==> config.mk <==
export PLATFORM = sky130hd
export DESIGN_NAME = d_stage
export DESIGN_NICKNAME = d
export VERILOG_FILES = /design/src/rtl/d_stage.sv
export SDC_FILE = /design/constraint.sdc
export NUM_CORES = 2
export LEC_CHECK = 0
export BUFFER_PORTS_ARGS = -buffer_cell sky130_fd_sc_hd__buf_2
export CORE_ASPECT_RATIO = 1.2
export CORE_MARGIN = 1
export CORE_UTILIZATION = 45
export CTS_CLUSTER_DIAMETER = 80
export CTS_CLUSTER_SIZE = 20
export DETAILED_ROUTE_END_ITERATION = 6
export GPL_ROUTABILITY_DRIVEN = 0
export PLACE_DENSITY = 0.66
export SLEW_MARGIN = 5
export SYNTH_ARGS = -nofsm -noshare
export SYNTH_HDL_FRONTEND = slang
export SYNTH_SLANG_ARGS = --single-unit
==> constraint.sdc <==
create_clock -name clk_D -period 11.5 [get_ports clk_D]
set_clock_uncertainty 0.2 [all_clocks]
set_input_delay 1.725 -clock clk_D [delete_from_list [all_inputs] [get_ports clk_D]]
set_output_delay 1.725 -clock clk_D [all_outputs]
set_load 0.01 [all_outputs]
==> src/rtl/d_stage.sv <==
// -----------------------------------------------------------------------------
// d_stage
//
// Decode stage of the five-stage MIPS pipeline. Holds the F/D pipeline
// register and the 32x32 general register file (GRF), resolves
// beq/bne/j/jal/jr in decode and drives the fetch stage's next-PC controls.
// Branches have one delay slot: the instruction already in F when a branch
// sits in D always executes.
//
// Parameters:
//   RESET_PC    PC value loaded into the F/D register on reset
//
// Ports:
//   clk_D       in   1   stage clock, rising-edge
//   reset_D     in   1   synchronous active-high reset (F/D register and GRF)
//   Instr_F     in  32   instruction from fetch
//   PC_F        in  32   PC of Instr_F
//   Stall_D     in   1   hazard stall: F/D holds, NpcOp_D forced to 00
//   RegWrite_W  in   1   GRF write enable from writeback
//   A3_W        in   5   GRF write address
//   WD_W        in  32   GRF write data
//   FwdEn_M     in   1   M-stage result valid for forwarding
//   FwdA3_M     in   5   M-stage destination register
//   FwdData_M   in  32   M-stage result
//   Instr_D     out 32   registered instruction
//   PC_D        out 32   registered PC
//   RD1_D       out 32   forwarded rs value
//   RD2_D       out 32   forwarded rt value
//   NpcOp_D     out  2   next-PC select to fetch
//                        (00 PC+4, 01 branch, 10 jump, 11 register)
//   IMM_D       out 26   Instr_D[25:0]
//   RA_D        out 32   jr target (equal to RD1_D)
// -----------------------------------------------------------------------------
module d_stage #(
    parameter logic [31:0] RESET_PC = 32'h0000_3000
) (
    input  logic        clk_D,
    input  logic        reset_D,
    input  logic [31:0] Instr_F,
    input  logic [31:0] PC_F,
    input  logic        Stall_D,
    input  logic        RegWrite_W,
    input  logic [4:0]  A3_W,
    input  logic [31:0] WD_W,
    input  logic        FwdEn_M,
    input  logic [4:0]  FwdA3_M,
    input  logic [31:0] FwdData_M,
    output logic [31:0] Instr_D,
    output logic [31:0] PC_D,
    output logic [31:0] RD1_D,
    output logic [31:0] RD2_D,
    output logic [1:0]  NpcOp_D,
    output logic [25:0] IMM_D,
    output logic [31:0] RA_D
);

    localparam logic [5:0] OP_SPECIAL = 6'b000000;
    localparam logic [5:0] OP_J       = 6'b000010;
    localparam logic [5:0] OP_JAL     = 6'b000011;
    localparam logic [5:0] OP_BEQ     = 6'b000100;
    localparam logic [5:0] OP_BNE     = 6'b000101;
    localparam logic [5:0] FN_JR      = 6'b001000;

    localparam logic [1:0] NPC_SEQ    = 2'b00;
    localparam logic [1:0] NPC_BRANCH = 2'b01;
    localparam logic [1:0] NPC_JUMP   = 2'b10;
    localparam logic [1:0] NPC_REG    = 2'b11;

    logic [31:0] instr_q;
    logic [31:0] pc_q;
    logic [31:0] regs [32];

    logic [5:0]  opcode;
    logic [5:0]  funct;
    logic [4:0]  rs;
    logic [4:0]  rt;
    logic        grf_we;
    logic [31:0] grf_rs;
    logic [31:0] grf_rt;
    logic [31:0] rd1;
    logic [31:0] rd2;
    logic [1:0]  npc_op;

    // F/D pipeline register: reset to a nop at RESET_PC, hold on stall.
    always_ff @(posedge clk_D) begin
        if (reset_D) begin
            instr_q <= 32'h0000_0000;
            pc_q    <= RESET_PC;
        end else if (!Stall_D) begin
            instr_q <= Instr_F;
            pc_q    <= PC_F;
        end
    end

    // Writes to $0 are dropped so entry 0 stays zero; reads of $0 are
    // also forced to zero below, so entry 0 is never relied upon.
    assign grf_we = RegWrite_W && (A3_W != 5'd0);

    // Register file: cleared by reset, written on the rising edge.
    always_ff @(posedge clk_D) begin
        if (reset_D) begin
            for (int i = 0; i < 32; i++) begin
                regs[i] <= 32'h0000_0000;
            end
        end else if (grf_we) begin
            regs[A3_W] <= WD_W;
        end
    end

    assign opcode = instr_q[31:26];
    assign rs     = instr_q[25:21];
    assign rt     = instr_q[20:16];
    assign funct  = instr_q[5:0];

    // Write-first bypass so a same-cycle W write is visible to decode.
    assign grf_rs = (grf_we && (A3_W == rs)) ? WD_W : regs[rs];
    assign grf_rt = (grf_we && (A3_W == rt)) ? WD_W : regs[rt];

    // Operand selection: $0 first, then M forwarding (newer than W),
    // then the bypassed GRF read.
    always_comb begin
        rd1 = grf_rs;
        if (rs == 5'd0) begin
            rd1 = 32'h0000_0000;
        end else if (FwdEn_M && (FwdA3_M == rs)) begin
            rd1 = FwdData_M;
        end
    end

    always_comb begin
        rd2 = grf_rt;
        if (rt == 5'd0) begin
            rd2 = 32'h0000_0000;
        end else if (FwdEn_M && (FwdA3_M == rt)) begin
            rd2 = FwdData_M;
        end
    end

    // Next-PC decode. A stalled instruction must not redirect fetch,
    // since its operands may still be stale; it is re-decoded on release.
    always_comb begin
        npc_op = NPC_SEQ;
        if (!Stall_D) begin
            case (opcode)
                OP_BEQ:     npc_op = (rd1 == rd2) ? NPC_BRANCH : NPC_SEQ;
                OP_BNE:     npc_op = (rd1 != rd2) ? NPC_BRANCH : NPC_SEQ;
                OP_J,
                OP_JAL:     npc_op = NPC_JUMP;
                OP_SPECIAL: npc_op = (funct == FN_JR) ? NPC_REG : NPC_SEQ;
                default:    npc_op = NPC_SEQ;
            endcase
        end
    end

    assign Instr_D = instr_q;
    assign PC_D    = pc_q;
    assign RD1_D   = rd1;
    assign RD2_D   = rd2;
    assign NpcOp_D = npc_op;
    assign IMM_D   = instr_q[25:0];
    assign RA_D    = rd1;

endmodule

# After elaboration in Yosys (flattened, before gate mapping)
# Memories as Yosys holds them, arrays and structs flattened. A register that Yosys moved wholly into a read port is not among the register bits.
# Index checks and enable logic that the tools add are counted.
[word_totals]
memories = 1
output_inout_bits = 188
in_bits = 143
register_bits = 64
mem_bits_rw = 1024
wordCells = 48
[classes]
eq_ne = 11
mux = 23
n_reduce_logical = 11
[memory_table]
columns = ["memory", "depth", "width", "read_ports", "rd_ports_with_merged_regs", "wr", "line", "rtl"]
rows = [
  ["regs", 32, 32, 2, 2, 32, "71", "logic [31:0] regs [32];"],
]
[op_table]
columns = ["op", "count"]
rows = [
  ["$mux 32", 7],
  ["$eq 32x32->1", 1],
  ["$ne 32x32->1", 1],
  ["$reduce_or 32->1", 1],
  ["$mux 5", 5],
  ["$eq 5x5->1", 4],
  ["$eq 6x2->1 const B", 2],
  ["$eq 6x3->1 const B", 2],
  ["$logic_not 5->1", 2],
  ["$mux 1", 8],
  ["$pmux 2 s4", 1],
  ["$eq 6x4->1 const B", 1],
  ["$logic_not 6->1", 1],
  ["$logic_and 1x1->1", 5],
  ["$reduce_bool 5->1", 1],
  ["$mux 2", 2],
  ["$reduce_or 2->1", 1],
]

# Depth between registers and ports, before layout
[depth]
ltp_word = 10
depth_mapped = 17
depth_no_buf = 11

# Least setup slack after synthesis
# Ideal clock, no wire load.
[synth_path]
path_type = "input -> output"
start = "input port A3_W[2]"
end = "output port NpcOp_D[0]"
path_buffers = 1
t_required_ns = 9.575
cell_stages = 12
arrival_ns = 4.985
path_slack_ns = 4.590
cell_sequence = "buf_2 -> xor2_1 -> a211o_1 -> nor4_2 -> a31oi_1 -> o2bb2ai_1 -> xor2_1 -> a2111o_1 -> nor4_1 -> or4b_1 -> or3_1 -> a31oi_1"
[synth_between]
elab_chain_len = 10
elab_cells_between_ends = 18
classes_between = "eq/ne (4); mux (10); reduce/logical (4)"
[synth_rtl]
columns = ["element", "line", "rtl"]
rows = [
  ["start: declaration", "43", "input logic [4:0] A3_W,"],
  ["$reduce_bool 5->1", "97", "assign grf_we = RegWrite_W && (A3_W != 5'd0);"],
  ["$logic_and 1x1->1", "97", ""],
  ["$logic_and 1x1->1 *", "116", "assign grf_rs = (grf_we && (A3_W == rs)) ? WD_W : regs[rs];"],
  ["$mux 32 *", "116", ""],
  ["$mux 32 *", "125", "end else if (FwdEn_M && (FwdA3_M == rs)) begin"],
  ["$mux 32 *", "123", "if (rs == 5'd0) begin"],
  ["named net RA_D[29]", "54", "output logic [31:0] RA_D"],
  ["$ne 32x32->1 or $eq 32x32->1 (tied branches)", "146, 145", ""],
  ["$mux 1 (on tied branches)", "146, 145", ""],
  ["$pmux 2 s4 *", "144", "case (opcode)"],
  ["$mux 2 *", "143", "if (!Stall_D) begin"],
  ["end: declaration", "52", "output logic [1:0] NpcOp_D,"],
]
# Mark *: on every way through the listed nets, which the timed path passes. The rest lies on a longest branch.

# Worst setup path after layout
[layout_path]
start = "input port FwdA3_M[3]"
end = "output port NpcOp_D[0]"
[layout_between]
elab_chain_len = 8
elab_cells_between_ends = 14
classes_between = "eq/ne (4); mux (8); reduce/logical (2)"
[layout_rtl]
columns = ["element", "line", "rtl"]
rows = [
  ["start: declaration", "46", "input logic [4:0] FwdA3_M,"],
  ["$eq 5x5->1 (on tied branches)", "125, 134", ""],
  ["$logic_and 1x1->1 (on tied branches)", "125, 134", ""],
  ["$mux 32 (on tied branches)", "125, 134", ""],
  ["$mux 32 (on tied branches)", "123, 132", ""],
  ["$ne 32x32->1 or $eq 32x32->1 (tied branches)", "146, 145", ""],
  ["$mux 1 (on tied branches)", "146, 145", ""],
  ["$pmux 2 s4 *", "144", ""],
  ["$mux 2 *", "143", ""],
]
# Every way passes the cells marked *; elsewhere a longest branch is shown, timed or not.

==> impl_summary.txt <==
----------------------------------------------------
[Yosys]
  Mean cell area of the mapped netlist ... 13.5 sq um
  List of most frequent post-synthesis cells ... edfxtp_1 (1024), and2_1 (567), nor3_1 (479), mux4_2 (418), clkbuf_1 (297)
  Main combinational cell family by area after synthesis ... multiplexers
  Async set-reset flop share out of synthesis ... 0
  Synth Area in Simple Gates ... 0.138
  Combined area of all synthesized cells ... 59600 sq um
  Count of distinct cell types in the synthesized netlist ... between 70 and 80
  Number of enable flip-flop cells after synthesis ... slightly above 1000
  Portion of synthesized cell area occupied by the leading cell type ... 0.516
  Synth Instances ... approximately 4400
  Top FF cell, synth ... edfxtp_1
  Synthesis Warnings ... 0
  Multiplexer area fraction after synthesis ... 0.213
  Sequential fraction of the synthesis area ... 0.541
  Compound-Gate Fraction of Synth Area ... 0.0533
  Most repeated cell in the gate-level netlist after synthesis ... edfxtp_1
  Biggest area contributors in the synthesized netlist ... edfxtp_1 (52%), mux4_2 (16%), and2_1 (6.0%)
  Synth Area in XOR/XNOR ... 0.00735
  Post-synthesis cell type with the largest combined area ... edfxtp_1
  Number of synthesized register bits ... 1098
  Fraction of the mapped netlist area in adder cells ... 0

[Detailed routing]
  Number of remaining DRC errors ... 240
  Vias after detailed routing ... 44100
  DRT antenna net count ... 0
  Via density per instance ... 7.03
  Average routed wire per standard cell ... 38.6 um
  First-pass detailed-route iteration total ... 7
  First DRT Iteration DRCs ... 7580
  Detailed-route wire length ... ~240 mm

[Finish]
  Layout Area Growth over Synthesis ... 7.43%
  Nets ... 4606
  Fraction of final layout cells with drive strength greater than 1 ... 0.237
  Area of all placed cells without fillers ... 64000 sq um

[Placement]
  Cell Area, Placed ... 62300 sq um
  Setup slack after placement ... 2.41 ns
  HPWL after DPL ... approximately 160 mm
  Port buffer count ... 330

[Setup path]
  Critical path launch point type ... input pin
  Crit. End Element ... primary output
  CP max FO ... 27
  Critical path data arrival time ... 7.51 ns
  Crit Path Class ... input pin to primary output
  Critical path required time ... 9.58 ns

[Outcome]
  Outcome ... finished, violations left
  Violated checks ... design-rule violations

[Floorplan]
  Chip Height ... 401 um
  Horiz. Die Dim ... approximately 330 um
  Placeable Area ... between 100000 and 150000 sq um
  Die area ... 134000 sq um
  IO Count ... 331
  Starting Density ... 0.456
  Number of placement rows ... roughly 150

[Power and ir drop]
  P_leak ... approximately 21 nW
  VDD IR max ... about 0.16 mV
  Total power per unit cell area ... 138 nW/um^2
  PnR Total Power ... a little under 9 mW

[Global routing]
  Vias in the first global route ... roughly 42000
  Global router's overall resource usage ... 0.356
  Largest net degree at the start of global routing ... 112
  Number of antenna violations at the first check in global routing ... 21
  Total gr overflow ... 0
  First-pass GRT wire length ... 331 mm

[Clock tree]
  Clock root buffer master ... clkbuf_16
  Clock edge transition at the registers on the reported setup and hold paths ... roughly 0.08 ns
  Clock latency reported for the late side of the worst-skew pair ... 0.74 ns
  Clk sinks ... 1098
  H-tree depth ... 2
  Cts bufs inserted ... 61
  Clock tree buffer depth ... 3
  Total setup buffers inserted after CTS ... 0
  Count of instances resized after the clock tree is built ... 0
  Hold-fix buffer count after cts ... 0
  TritonCTS clock tree ... done

[Timing]
  Smallest setup slack after layout ... 2.07 ns
  Max_slew headroom ... 0.109
  Slew at the pin closest to its max-slew limit ... 1.33 ns
  Total of endpoints with negative setup slack in the final report ... 0
  Setup repair after global routing missed its margin ... no
  Maximum clock rate ... 106 MHz
  Final total negative setup slack ... 0 ns
  Number of pins exceeding their max-slew limit in the final report ... 0
  Final Critical Period ... 9.43 ns
  Final number of hold-violating endpoints ... 0
  Fin crit share ... 0.820

[Run]
  Max cap viols ... 0

[Min path]
  Path category of the worst min-delay check ... flip-flop to flip-flop

----------------------------------------------------
## cell type report
cell class,count,area (sq um)
fillers,11300,66800
flip-flops and latches,1098,32300
multi-input cells,2771,24700
repair buffers,486,2970
well taps,1764,2210
clock buffers,88,1630
inverters,45,169
clock inverters,8,71.3
diodes,19,47.5
## flip-flops by register name (all words and copies together), names as in the netlist, named ones only
name / flops
Instr_D: 32
PC_D: 32
regs: 1024
## routing by layer
metal,vias to the layer above,track usage,wire length [um]
met5,-,0.00865,297
met4,20,0.273,23300
met3,1012,0.147,36800
met2,3879,0.511,103000
met1,22200,0.422,78700
li1,17000,-,-
## cells by family after synthesis
kind of cell,count (synthesis)
and+or+nand+nor,1520
xor gates and xnor gates,50
other,1
muxes,724
buffers and inverters,570
AOI/OAI and AO/OA,445
DFF,1098
## placed cells by master (no fill, tap or decap), drive strengths merged, types with 15 or more instances in the layout
master  synthesis  layout
nand2         115     115
and2          567     567
a211oi         15      15
a221oi         18      18
buf           227     486
xnor2          29      29
nor3          479     479
o22ai          51      51
and3           16      16
a22oi          97      97
a21oi          49      49
inv            42      44
diode           0      19
o21ai          48      48
mux2i         276     276
conb            1      32
nor2b          32      32
nand4          16      16
nand3          46      46
dfxtp          74      74
a31oi          36      36
edfxtp       1024    1024
xor2           21      21
or2            38      38
mux4          428     428
clkbuf        298      88
o211ai         15      15
mux2           20      20
nor2          164     164
## path summary, 6_finish.rpt
path,startpoint,to,slack (ns),depth (start not counted)
setup / recovery,FwdA3_M[3],NpcOp_D[0],2.07,13
hold / removal,PC_D[12],PC_D[12],0.28,1
setup reg to reg,Instr_D[21],flip-flop,10.21,2
hold reg to reg,PC_D[12],PC_D[12],0.28,1
## through the flow
| stage | util | cells | hold WS, ns |
|---|---|---|---|
| CTS | 0.489 | 6260 | 0.274 |
| global placement | 0.476 | 6164 | 0.243 |
| finish | 0.489 | 6279 | 0.279 |
| floorplan | - | 4439 | 0.308 |
| detailed placement | 0.476 | 6164 | 0.253 |
| global route | 0.489 | 6267 | 0.281 |
## critical path, cell delays in order
cell	delay (ns)
buf_2	0.12
xnor2_1	0.12
nand4_1	0.69
or2_2	0.65
nand3_1	0.70
o32ai_1	0.59
xor2_1	0.20
a2111o_1	0.32
nor4_1	0.48
or4b_1	0.60
or3_1	0.39
a31oi_1	0.65
buf_2	0.27
## report_power, final
group	internal [mW]	total, mW	switching, mW
Sequential	4.58	4.71	0.136
Clock	0.986	2.35	1.36
Combinational	0.571	1.76	1.19
No activity file was read; power rests on OpenSTA's default activity.
